`config.mk`:
```
export PLATFORM = sky130hd
export DESIGN_NAME = fault_reporter_flat
export DESIGN_NICKNAME = d
export VERILOG_FILES = /design/src/rtl/fault_reporter_pkg.sv /design/src/rtl/fault_reporter_if.sv /design/src/rtl/fault_cause_encoder.sv /design/src/rtl/fault_reporter.sv /design/src/flat_wrapper.sv
export SDC_FILE = /design/constraint.sdc
export NUM_CORES = 1
export LEC_CHECK = 0
export ABC_CLOCK_PERIOD_IN_PS = 1910
export CORE_UTILIZATION = 40
export CTS_CLUSTER_SIZE = 10
export DETAILED_ROUTE_END_ITERATION = 6
export GPL_ROUTABILITY_DRIVEN = 0
export HOLD_SLACK_MARGIN = 0.05
export MAX_ROUTING_LAYER = met4
export PLACE_DENSITY = 0.71
export RECOVER_POWER = 50
export SLEW_MARGIN = 20
export SYNTH_ARGS = -nofsm -noshare
export SYNTH_HDL_FRONTEND = slang
export SYNTH_SLANG_ARGS = --single-unit
```
`constraint.sdc`:
```
create_clock -name clk -period 1.91 [get_ports clk]
set_clock_uncertainty 0.1 [all_clocks]
set_input_delay 0.382 -clock clk [delete_from_list [all_inputs] [get_ports clk]]
set_output_delay 0.382 -clock clk [all_outputs]
set_load 0.01 [all_outputs]
```
`src/rtl/fault_reporter_pkg.sv`:
```
// Shared types and constants for the fault reporter: FSM states, cause codes, default sync byte.
package fault_reporter_pkg;

    typedef enum logic [1:0] {
        IDLE = 2'd0,
        SEND = 2'd1,
        DONE = 2'd2
    } state_t;

    localparam logic [7:0] CAUSE_DECODE      = 8'h01;
    localparam logic [7:0] CAUSE_MULTI_OP    = 8'h02;
    localparam logic [7:0] CAUSE_EXEC_BASE   = 8'h10;
    localparam logic [7:0] CAUSE_UNKNOWN     = 8'hFF;

    localparam logic [7:0] DEFAULT_SYNC_BYTE = 8'hFE;

    localparam logic [1:0] STAGE_DECODE      = 2'd2;
    localparam logic [1:0] STAGE_EXECUTE     = 2'd3;

endpackage

```
`src/rtl/fault_reporter_if.sv`:
```
// Byte-stream valid/ready link from the fault reporter to the debug UART transmitter.
interface fault_reporter_if;

    logic       tx_valid;
    logic [7:0] tx_data;
    logic       tx_ready;

    modport master (output tx_valid, output tx_data, input tx_ready);
    modport slave  (input tx_valid, input tx_data, output tx_ready);

endinterface

```
`src/rtl/fault_cause_encoder.sv`:
```
// Combinational priority encoder turning snooped decode/execute fault conditions into a cause code.
module fault_cause_encoder
    import fault_reporter_pkg::*;
#(
    parameter int unsigned NUM_OPCODES = 11
) (
    input  logic [1:0]             current_pipeline_stage,
    input  logic                   id_opcode_decoding_error,
    input  logic                   error,
    input  logic [NUM_OPCODES-1:0] ex_errors,
    input  logic [NUM_OPCODES-1:0] ex_opcode_selection,
    output logic [7:0]             cause_c,
    output logic                   fault_c
);

    logic [NUM_OPCODES-1:0] hit;
    logic                   multi_sel;
    logic [7:0]             low_idx;

    // Lowest set bit wins, so scan downward and let later hits overwrite.
    always_comb begin
        hit       = ex_errors & ex_opcode_selection;
        multi_sel = (ex_opcode_selection & (ex_opcode_selection - NUM_OPCODES'(1))) != '0;
        low_idx   = '0;
        for (int i = int'(NUM_OPCODES) - 1; i >= 0; i--) begin
            if (hit[i]) low_idx = 8'(i);
        end
    end

    always_comb begin
        cause_c = '0;
        fault_c = 1'b0;
        if (current_pipeline_stage == STAGE_DECODE && id_opcode_decoding_error) begin
            cause_c = CAUSE_DECODE;
            fault_c = 1'b1;
        end else if (current_pipeline_stage == STAGE_EXECUTE && multi_sel) begin
            cause_c = CAUSE_MULTI_OP;
            fault_c = 1'b1;
        end else if (current_pipeline_stage == STAGE_EXECUTE && hit != '0) begin
            cause_c = CAUSE_EXEC_BASE | low_idx;
            fault_c = 1'b1;
        end else if (error) begin
            cause_c = CAUSE_UNKNOWN;
            fault_c = 1'b1;
        end
    end

endmodule

```
`src/rtl/fault_reporter.sv`:
```
// Latches the first fault cause and PC, halts the sequencer and streams a fault record to the UART.
// Optional trailing XOR checksum byte when FAULT_REPORTER_CHECKSUM_EN is defined.
module fault_reporter
    import fault_reporter_pkg::*;
#(
    parameter int unsigned PC_WIDTH    = 32,
    parameter int unsigned NUM_OPCODES = 11,
    parameter logic [7:0]  SYNC_BYTE   = DEFAULT_SYNC_BYTE
) (
    input  logic                   clk,
    input  logic                   rst_n,
    input  logic                   error,
    input  logic                   id_opcode_decoding_error,
    input  logic [NUM_OPCODES-1:0] ex_errors,
    input  logic [NUM_OPCODES-1:0] ex_opcode_selection,
    input  logic [1:0]             current_pipeline_stage,
    input  logic [PC_WIDTH-1:0]    pc,
    input  logic                   fault_clear,
    fault_reporter_if.master       tx,
    output logic                   halt,
    output logic [7:0]             fault_cause
);

    localparam int unsigned PC_BYTES = PC_WIDTH / 8;
    localparam int unsigned MAX_LEN  = 3 + PC_BYTES;
`ifdef FAULT_REPORTER_CHECKSUM_EN
    localparam int unsigned REC_LEN  = 3 + PC_BYTES;
`else
    localparam int unsigned REC_LEN  = 2 + PC_BYTES;
`endif
    localparam int unsigned IDX_W    = $clog2(MAX_LEN);
    localparam logic [IDX_W-1:0] LAST_IDX = IDX_W'(REC_LEN - 1);

    state_t                state_q, state_d;
    logic [IDX_W-1:0]      idx_q, idx_d, idx_nxt;
    logic [7:0]            cause_q, cause_d;
    logic [PC_WIDTH-1:0]   pc_q, pc_d;
    logic                  halt_q, halt_d;
    logic                  valid_q, valid_d;
    logic [7:0]            data_q, data_d, byte_nxt;
    logic [7:0]            csum_q, csum_d;
    logic [7:0]            cause_c;
    logic                  fault_c;

    fault_cause_encoder #(
        .NUM_OPCODES (NUM_OPCODES)
    ) u_cause_enc (
        .current_pipeline_stage   (current_pipeline_stage),
        .id_opcode_decoding_error (id_opcode_decoding_error),
        .error                    (error),
        .ex_errors                (ex_errors),
        .ex_opcode_selection      (ex_opcode_selection),
        .cause_c                  (cause_c),
        .fault_c                  (fault_c)
    );

    // Byte that follows the one currently on the bus; preloaded so tx_data is a flop.
    always_comb begin
        idx_nxt  = idx_q + IDX_W'(1);
        byte_nxt = '0;
        if (idx_nxt == IDX_W'(1)) byte_nxt = cause_q;
        for (int unsigned k = 0; k < PC_BYTES; k++) begin
            if (idx_nxt == IDX_W'(k + 2)) byte_nxt = pc_q[8*k +: 8];
        end
`ifdef FAULT_REPORTER_CHECKSUM_EN
        if (idx_nxt == LAST_IDX) byte_nxt = csum_q ^ data_q;
`endif
    end

    // Next-state and registered-output logic.
    always_comb begin
        state_d = state_q;
        idx_d   = idx_q;
        cause_d = cause_q;
        pc_d    = pc_q;
        halt_d  = halt_q;
        valid_d = valid_q;
        data_d  = data_q;
        csum_d  = csum_q;
        case (state_q)
            IDLE: begin
                if (fault_c) begin
                    state_d = SEND;
                    cause_d = cause_c;
                    pc_d    = pc;
                    halt_d  = 1'b1;
                    valid_d = 1'b1;
                    data_d  = SYNC_BYTE;
                    idx_d   = '0;
                    csum_d  = '0;
                end
            end
            SEND: begin
                if (tx.tx_ready) begin
                    csum_d = csum_q ^ data_q;
                    if (idx_q == LAST_IDX) begin
                        state_d = DONE;
                        valid_d = 1'b0;
                        data_d  = '0;
                    end else begin
                        idx_d  = idx_nxt;
                        data_d = byte_nxt;
                    end
                end
            end
            DONE: begin
                if (fault_clear) begin
                    state_d = IDLE;
                    cause_d = '0;
                    halt_d  = 1'b0;
                    idx_d   = '0;
                end
            end
            default: begin
                state_d = IDLE;
                valid_d = 1'b0;
                halt_d  = 1'b0;
            end
        endcase
    end

    always_ff @(posedge clk or negedge rst_n) begin
        if (!rst_n) begin
            state_q <= IDLE;
            idx_q   <= '0;
            cause_q <= '0;
            pc_q    <= '0;
            halt_q  <= 1'b0;
            valid_q <= 1'b0;
            data_q  <= '0;
            csum_q  <= '0;
        end else begin
            state_q <= state_d;
            idx_q   <= idx_d;
            cause_q <= cause_d;
            pc_q    <= pc_d;
            halt_q  <= halt_d;
            valid_q <= valid_d;
            data_q  <= data_d;
            csum_q  <= csum_d;
        end
    end

    assign tx.tx_valid = valid_q;
    assign tx.tx_data  = data_q;
    assign halt        = halt_q;
    assign fault_cause = cause_q;

endmodule

```
`src/flat_wrapper.sv`:
```
// flat-port wrapper written by rule: the top's interface ports become plain ports
module fault_reporter_flat import fault_reporter_pkg::*;
#(
    parameter int unsigned PC_WIDTH    = 32,
    parameter int unsigned NUM_OPCODES = 11,
    parameter logic [7:0]  SYNC_BYTE   = DEFAULT_SYNC_BYTE
)
  (clk, rst_n, error, id_opcode_decoding_error, ex_errors, ex_opcode_selection, current_pipeline_stage, pc, fault_clear, halt, fault_cause, tx_tx_valid, tx_tx_data, tx_tx_ready);
  fault_reporter_if tx_i ();
  input  logic clk;
  input  logic rst_n;
  input  logic error;
  input  logic id_opcode_decoding_error;
  input  logic [NUM_OPCODES-1:0] ex_errors;
  input  logic [NUM_OPCODES-1:0] ex_opcode_selection;
  input  logic [1:0] current_pipeline_stage;
  input  logic [PC_WIDTH-1:0] pc;
  input  logic fault_clear;
  output logic halt;
  output logic [7:0] fault_cause;
  output wire logic [$bits(tx_i.tx_valid)-1:0] tx_tx_valid;
  output wire logic [$bits(tx_i.tx_data)-1:0] tx_tx_data;
  input wire logic [$bits(tx_i.tx_ready)-1:0] tx_tx_ready;
  assign tx_tx_valid = tx_i.tx_valid;
  assign tx_tx_data = tx_i.tx_data;
  assign tx_i.tx_ready = tx_tx_ready;
  fault_reporter #(.PC_WIDTH(PC_WIDTH), .NUM_OPCODES(NUM_OPCODES), .SYNC_BYTE(SYNC_BYTE)) u_core (.clk(clk), .rst_n(rst_n), .error(error), .id_opcode_decoding_error(id_opcode_decoding_error), .ex_errors(ex_errors), .ex_opcode_selection(ex_opcode_selection), .current_pipeline_stage(current_pipeline_stage), .pc(pc), .fault_clear(fault_clear), .tx(tx_i), .halt(halt), .fault_cause(fault_cause));
endmodule
```
==> results.tsv, run 1 <==
metric	value	unit
CP Class	in -> reg	
initial antenna violation count	0	
RSZ-0062 raised after global routing	true	
total power	6.30	mW
Skew-Pair Late Insertion Delay	0.32	ns
row count	31	
crit path max fanout	11	
clock root buffer	clkbuf_8	
Tmin final	2.13	ns
CTS tree	built	
via count	2841	
Async S/R FF share, synth	100	%
H-tree depth	2	
Unique masters post-synth	50	
post-synthesis instance total	262	
routed len/inst	17.3	um
violated checks	negative setup slack	
Final Worst Setup Slack	-0.217	ns
vias in the first global route	2677	
DIE WIDTH	88.1	um
P&R area growth vs syn	57.3	%
Num CTS Buffers	5	
nets	475	
required time worst endpoint	2.02	ns
Fillers	595	
DRC viols	0	
Achievable Freq	470	MHz
crit end category	flip-flop	
Tcrit/Tclk final	111	%
arrival time worst endpoint	2.24	ns
Hold WC Path Type	reg -> reg	
pwr dens	1350	nW/um^2
outcome	finished with violations	
Worst IR Drop VDD	0.000736	V
Initial Util	41.1	%
yosys warns	0	
register area share after synthesis	44.8	%
hpwl dp	5.96	mm
Place WS	-0.868	ns
Routed Antenna Nets	0	
height of the die	88.1	um
Ports	80	
first-pass GRT wire length	13.1	mm
max_cap viols	0	
Core ar.	7210	sq um
CP startpoint kind	input pin	
Mapped Area	2960	sq um
routed vias/inst	5.59	
normalized max-slew margin	52.3	%
Finished Layout Cells	508	
share of cells above drive strength 1	39.6	%
Cells after DPL	481	
Die ar.	7760	sq um
Detailed Routing Iterations Pass 1	4	
worst-margin pin slew	0.716	ns
clk buf depth	2	
Syn Area/Cell	11.3	sq um
syn nets	329	
global-route usage over all layers	22.7	%
EDFF count, synth	0	
flops & latches, synth	53	
final hold vios	0	
clk sink count	53	
initial DRC count	184	
diode count	0	
Slew Viols, Final	0	
total wire length	8.79	mm
largest net degree at the start of global routing	54	
grt ovf	0	
Top FF cell, synth	dfrtp_1	
Worst-path clk slew	0.10	ns
final setup vio count	39	
Leak	2.06	nW
Port Buffers	79	
==> final cells by class <==
type | instances | area [sq um] | share of cell area, %
multi-input combinational | 191 | 1730 | 37.1
timing repair buffer | 152 | 1380 | 29.6
sequential | 53 | 1330 | 28.5
tap | 99 | 124 | 2.66
clock buffer | 6 | 72.6 | 1.56
inverter | 5 | 18.8 | 0.403
clock inverter | 2 | 13.8 | 0.295
==> cell usage in the layout, fill, tap and decap left out, drive strengths merged, types with 6 or more instances in the layout <==
| cell | n |
|---|---|
| buf | 75 |
| clkdlybuf4s50 | 54 |
| dfrtp | 53 |
| mux2 | 32 |
| nand2 | 29 |
| o21ai | 15 |
| a21oi | 15 |
| clkbuf | 13 |
| a22oi | 11 |
| dlygate4sd2 | 10 |
| a221oi | 7 |
| nor2 | 6 |
| inv | 6 |
| o22ai | 6 |
==> routing by layer <==
metal | wire, um | global-route usage (%) | vias up
met5 | 0 | - | -
met1 | 3760 | 29.5 | 1421
met2 | 4410 | 36.4 | 99
met3 | 394 | 3.96 | 21
met4 | 223 | 6.89 | 0
li1 | - | - | 1300
==> synth_stat cells (2+ instances only) <==
library cell / n / area share (%)
maj3_1: 2 / 0.68
dfrtp_1: 53 / 45
a31oi_1: 2 / 0.42
buf_4: 2 / 0.51
o21ai_0: 14 / 2.4
and2_1: 3 / 0.63
nand3b_1: 4 / 1.0
a31o_2: 3 / 0.89
ha_1: 5 / 2.1
a221oi_1: 7 / 2.1
nand2b_1: 2 / 0.42
inv_1: 5 / 0.63
nand3_1: 5 / 0.84
a221o_1: 4 / 1.4
nor2_1: 6 / 0.76
nand2_1: 29 / 3.7
mux2_4: 27 / 14
o22ai_1: 6 / 1.3
a22oi_1: 11 / 2.8
nor2b_1: 5 / 1.1
buf_6: 3 / 1.1
clkbuf_1: 7 / 0.89
a32oi_1: 3 / 0.89
a32o_1: 2 / 0.68
o211ai_1: 4 / 1.0
a21oi_1: 14 / 2.4
o31ai_1: 4 / 1.0
or3_1: 2 / 0.42
mux2_2: 5 / 1.9
and3_1: 2 / 0.42
a222oi_1: 2 / 0.68
==> final timing paths <==
kind	from	endpoint	slack, ns	cells after the start
min reg2reg	u_core.tx.tx_data[5]	u_core.tx.tx_data[5]	0.42	2
max reg2reg	u_core.idx_q[0]	u_core.tx.tx_data[1]	0.02	6
max	ex_opcode_selection[2]	u_core.pc_q[16]	-0.22	9
min	u_core.tx.tx_data[5]	u_core.tx.tx_data[5]	0.42	2
max in group asynchronous	rst_n	u_core.state_q[0]	0.58	3
min in group asynchronous	rst_n	u_core.pc_q[5]	0.65	3
==> repair_timing <==
action                     in CTS  in global routing
hold endpoints to repair       53                  0
setup endpoints to repair      52                 52
setup buffers                  16                  8
pin swaps                      16                 17
gates resized for setup        52                 53
gates cloned                    1                  0
hold buffers                    1                  0
==> power breakdown <==
part / leakage [nW] / internal [mW] / switching, mW
clock: 0.0456 / 0.262 / 0.388
combinational: 1.39 / 2.00 / 1.53
sequential: 0.616 / 1.68 / 0.442
==> registers in the layout, indices dropped and copies added, names as in the netlist <==
name / count
u_core.fault_cause: 6
u_core.halt: 1
u_core.idx_q: 3
u_core.pc_q: 32
u_core.state_q: 2
u_core.tx.tx_data: 8
u_core.tx.tx_valid: 1
==> critical path, cell delays in order <==
cell	delay, ns
buf_8	0.10
buf_6	0.11
or3_4	0.36
a311oi_2	0.33
and3_4	0.25
a21o_4	0.13
a21oi_4	0.09
buf_8	0.17
mux2_4	0.31
==> kinds of logic after synthesis <==
| family | Yosys count | synth area share (%) |
|---|---|---|
| compound gates | 87 | 22.2 |
| mux | 33 | 15.9 |
| simple gates | 63 | 10.8 |
| fa+ha+maj | 7 | 2.79 |
| xor+xnor | 1 | 0.296 |
| flops | 53 | 44.8 |
| buf+inv | 18 | 3.29 |
==> metrics by stage <==
step           area [sq um]  util [%]  setup TNS (ns)  hold WS [ns]
3_3_place_gp           4270      59.1          -40.31         0.294
3_5_place_dp           4270      59.1          -41.98         0.296
5_1_grt                4660      64.6           -7.68         0.438
4_1_cts                4540      62.9          -11.54         0.415
6_report               4660      64.6           -6.53         0.416
2_1_floorplan          2970         -          -11.96       -0.0136
(Power assumes the default switching activity.)
==> inputs of run 2 (changes only) <==
CORE_MARGIN = 2   (was unset)
HOLD_SLACK_MARGIN = 0.12   (was 0.05)
==> results.tsv, run 2 (synthesis results as in run 1) <==
metric	value	unit
first-pass GRT wire length	13.5	mm
Port Buffers	79	
commonest non-fill, non-tap cells in the layout	clkdlybuf4s50_1, dfrtp_1, buf_4	
outcome	finished with violations	
total power	6.38	mW
hpwl dp	6.02	mm
final instance area	4560	sq um
P&R area growth vs syn	54.0	%
Skew-Pair Late Insertion Delay	0.31	ns
initial DRC count	154	
diode count	0	
final setup vio count	48	
Largest Register	u_core.pc_q	
total wire length	8.45	mm
Leak	2.05	nW
clock root buffer	clkbuf_8	
share of cells above drive strength 1	32.8	%
violated checks	negative setup slack	
internal power	4.10	mW
global-route usage over all layers	21.0	%
Initial Util	41.1	%
Worst IR Drop VDD	0.000798	V
combinational power share	54.9	%
height of the die	90.1	um
Detailed Routing Iterations Pass 1	4	
worst-margin pin slew	0.721	ns
Ports	80	
Achievable Freq	445	MHz
Hold WC Path Type	reg -> reg	
switching power	2.29	mW
Worst path max stage delay	0.53	ns
register share of total power	33.0	%
Tmin final	2.25	ns
DRC viols	0	
routed len/inst	17.1	um
H-tree depth	2	
RSZ-0062 raised after global routing	true	
Finished Layout Cells	495	
crit end category	flip-flop	
arrival time worst endpoint	2.35	ns
CTS tree	built	
required time worst endpoint	2.01	ns
DP Area	4230	sq um
Final Worst Setup Slack	-0.335	ns
Tcrit/Tclk final	118	%
Core ar.	7210	sq um
Cells after DPL	476	
max_cap viols	0	
Num CTS Buffers	5	
nets	462	
switch share	35.8	%
CP startpoint kind	input pin	
vias in the first global route	2702	
fin util	63.2	%
DIE WIDTH	90.1	um
final hold vios	0	
Clk network pwr share	12.2	%
clk buf depth	2	
largest net degree at the start of global routing	54	
CP Class	in -> reg	
initial antenna violation count	0	
normalized max-slew margin	52.0	%
row count	31	
Die ar.	8110	sq um
routed vias/inst	5.42	
via count	2683	
CP cell instances	buf_6 -> or3_4 -> or4_4 -> o32ai_4 -> a21o_4 -> a21oi_4 -> buf_12 -> clkbuf_16 -> mux2_4	
Crit-path slowest cell	or4_4	
clk sink count	53	
crit path max fanout	7	
Routed Antenna Nets	0	
Slew Viols, Final	0	
grt ovf	0	
max reg flops	32	
most common cell after layout, fill and taps aside	clkdlybuf4s50_1	
Worst-path clk slew	0.10	ns
pwr dens	1400	nW/um^2
-- run 2: changes by cell type in the layout (fill, tap and decap cells not counted), sizes merged --
cell and delta:
clkdlybuf4s15 +2, clkdlybuf4s50 +3, dlymetal6s2s +7, buf -15, inv -1, dlygate4sd2 -9, clkbuf -1, bufinv +1
-- run 2: cell type report --
cell class	count	area, sq um
clock inverter	2	38.8
multi-input combinational	191	1620
fill	598	2650
inverter	5	18.8
sequential	53	1330
timing repair buffer	139	1360
tap	99	124
clock buffer	6	72.6
-- run 2: path summary, 6_finish.rpt --
| kind | from | to | slack (ns) | cells past startpoint |
|---|---|---|---|---|
| max | ex_opcode_selection[1] | u_core.pc_q[11] | -0.34 | 9 |
| min | u_core.tx.tx_data[7] | u_core.tx.tx_data[7] | 0.42 | 2 |
| max reg2reg | u_core.idx_q[0] | u_core.tx.tx_data[6] | -0.02 | 7 |
| min reg2reg | u_core.tx.tx_data[7] | u_core.tx.tx_data[7] | 0.42 | 2 |
| max in group asynchronous | rst_n | u_core.tx.tx_data[3] | 0.56 | 3 |
| min in group asynchronous | rst_n | u_core.pc_q[14] | 0.67 | 3 |
-- run 2: layer usage --
metal	share of wire, %	track usage, %	vias up
li1	-	-	1271
met1	43	28.5	1318
met2	51	32.6	82
met3	4.8	4.27	12
met4	1.3	5.13	0
met5	0	-	-
-- run 2: timing repair --
action | CTS | global route
hold endpoints to repair | 53 | 0
endpoints found under the setup margin | 52 | 52
pin swaps | 10 | 13
gates resized for setup | 31 | 32
gates cloned | 1 | 2
buffers inserted | 6 | 5
hold buffers | 1 | 0
-- run 2: per-stage QoR --
step	setup WS [ns]	hold WS [ns]	TNS, ns
after global placement	-0.875	0.296	-40.58
after global routing	-0.358	0.441	-14.56
after CTS	-0.420	0.419	-12.36
final	-0.335	0.422	-12.75
after floorplan	-0.345	-0.0136	-11.96
after detailed placement	-0.925	0.295	-42.79
-- run 2: critical path, delay by kind of cell --
kind | cells | cell delay [ns]
compound gates | 3 | 0.35
buf+inv | 3 | 0.40
mux | 1 | 0.29
simple gates | 2 | 0.92
-- run 2: power groups by stage --
| stage | Sequential (mW) | Clock, mW | Combinational [mW] |
|---|---|---|---|
| 2_1_floorplan | 2.04 | 0 | 1.96 |
| 3_5_place_dp | 2.10 | 0 | 3.23 |
| 3_3_place_gp | 2.10 | 0 | 3.13 |
| 5_1_grt | 2.16 | 0.824 | 3.78 |
| 6_report | 2.11 | 0.776 | 3.50 |
| 4_1_cts | 2.09 | 0.789 | 3.39 |
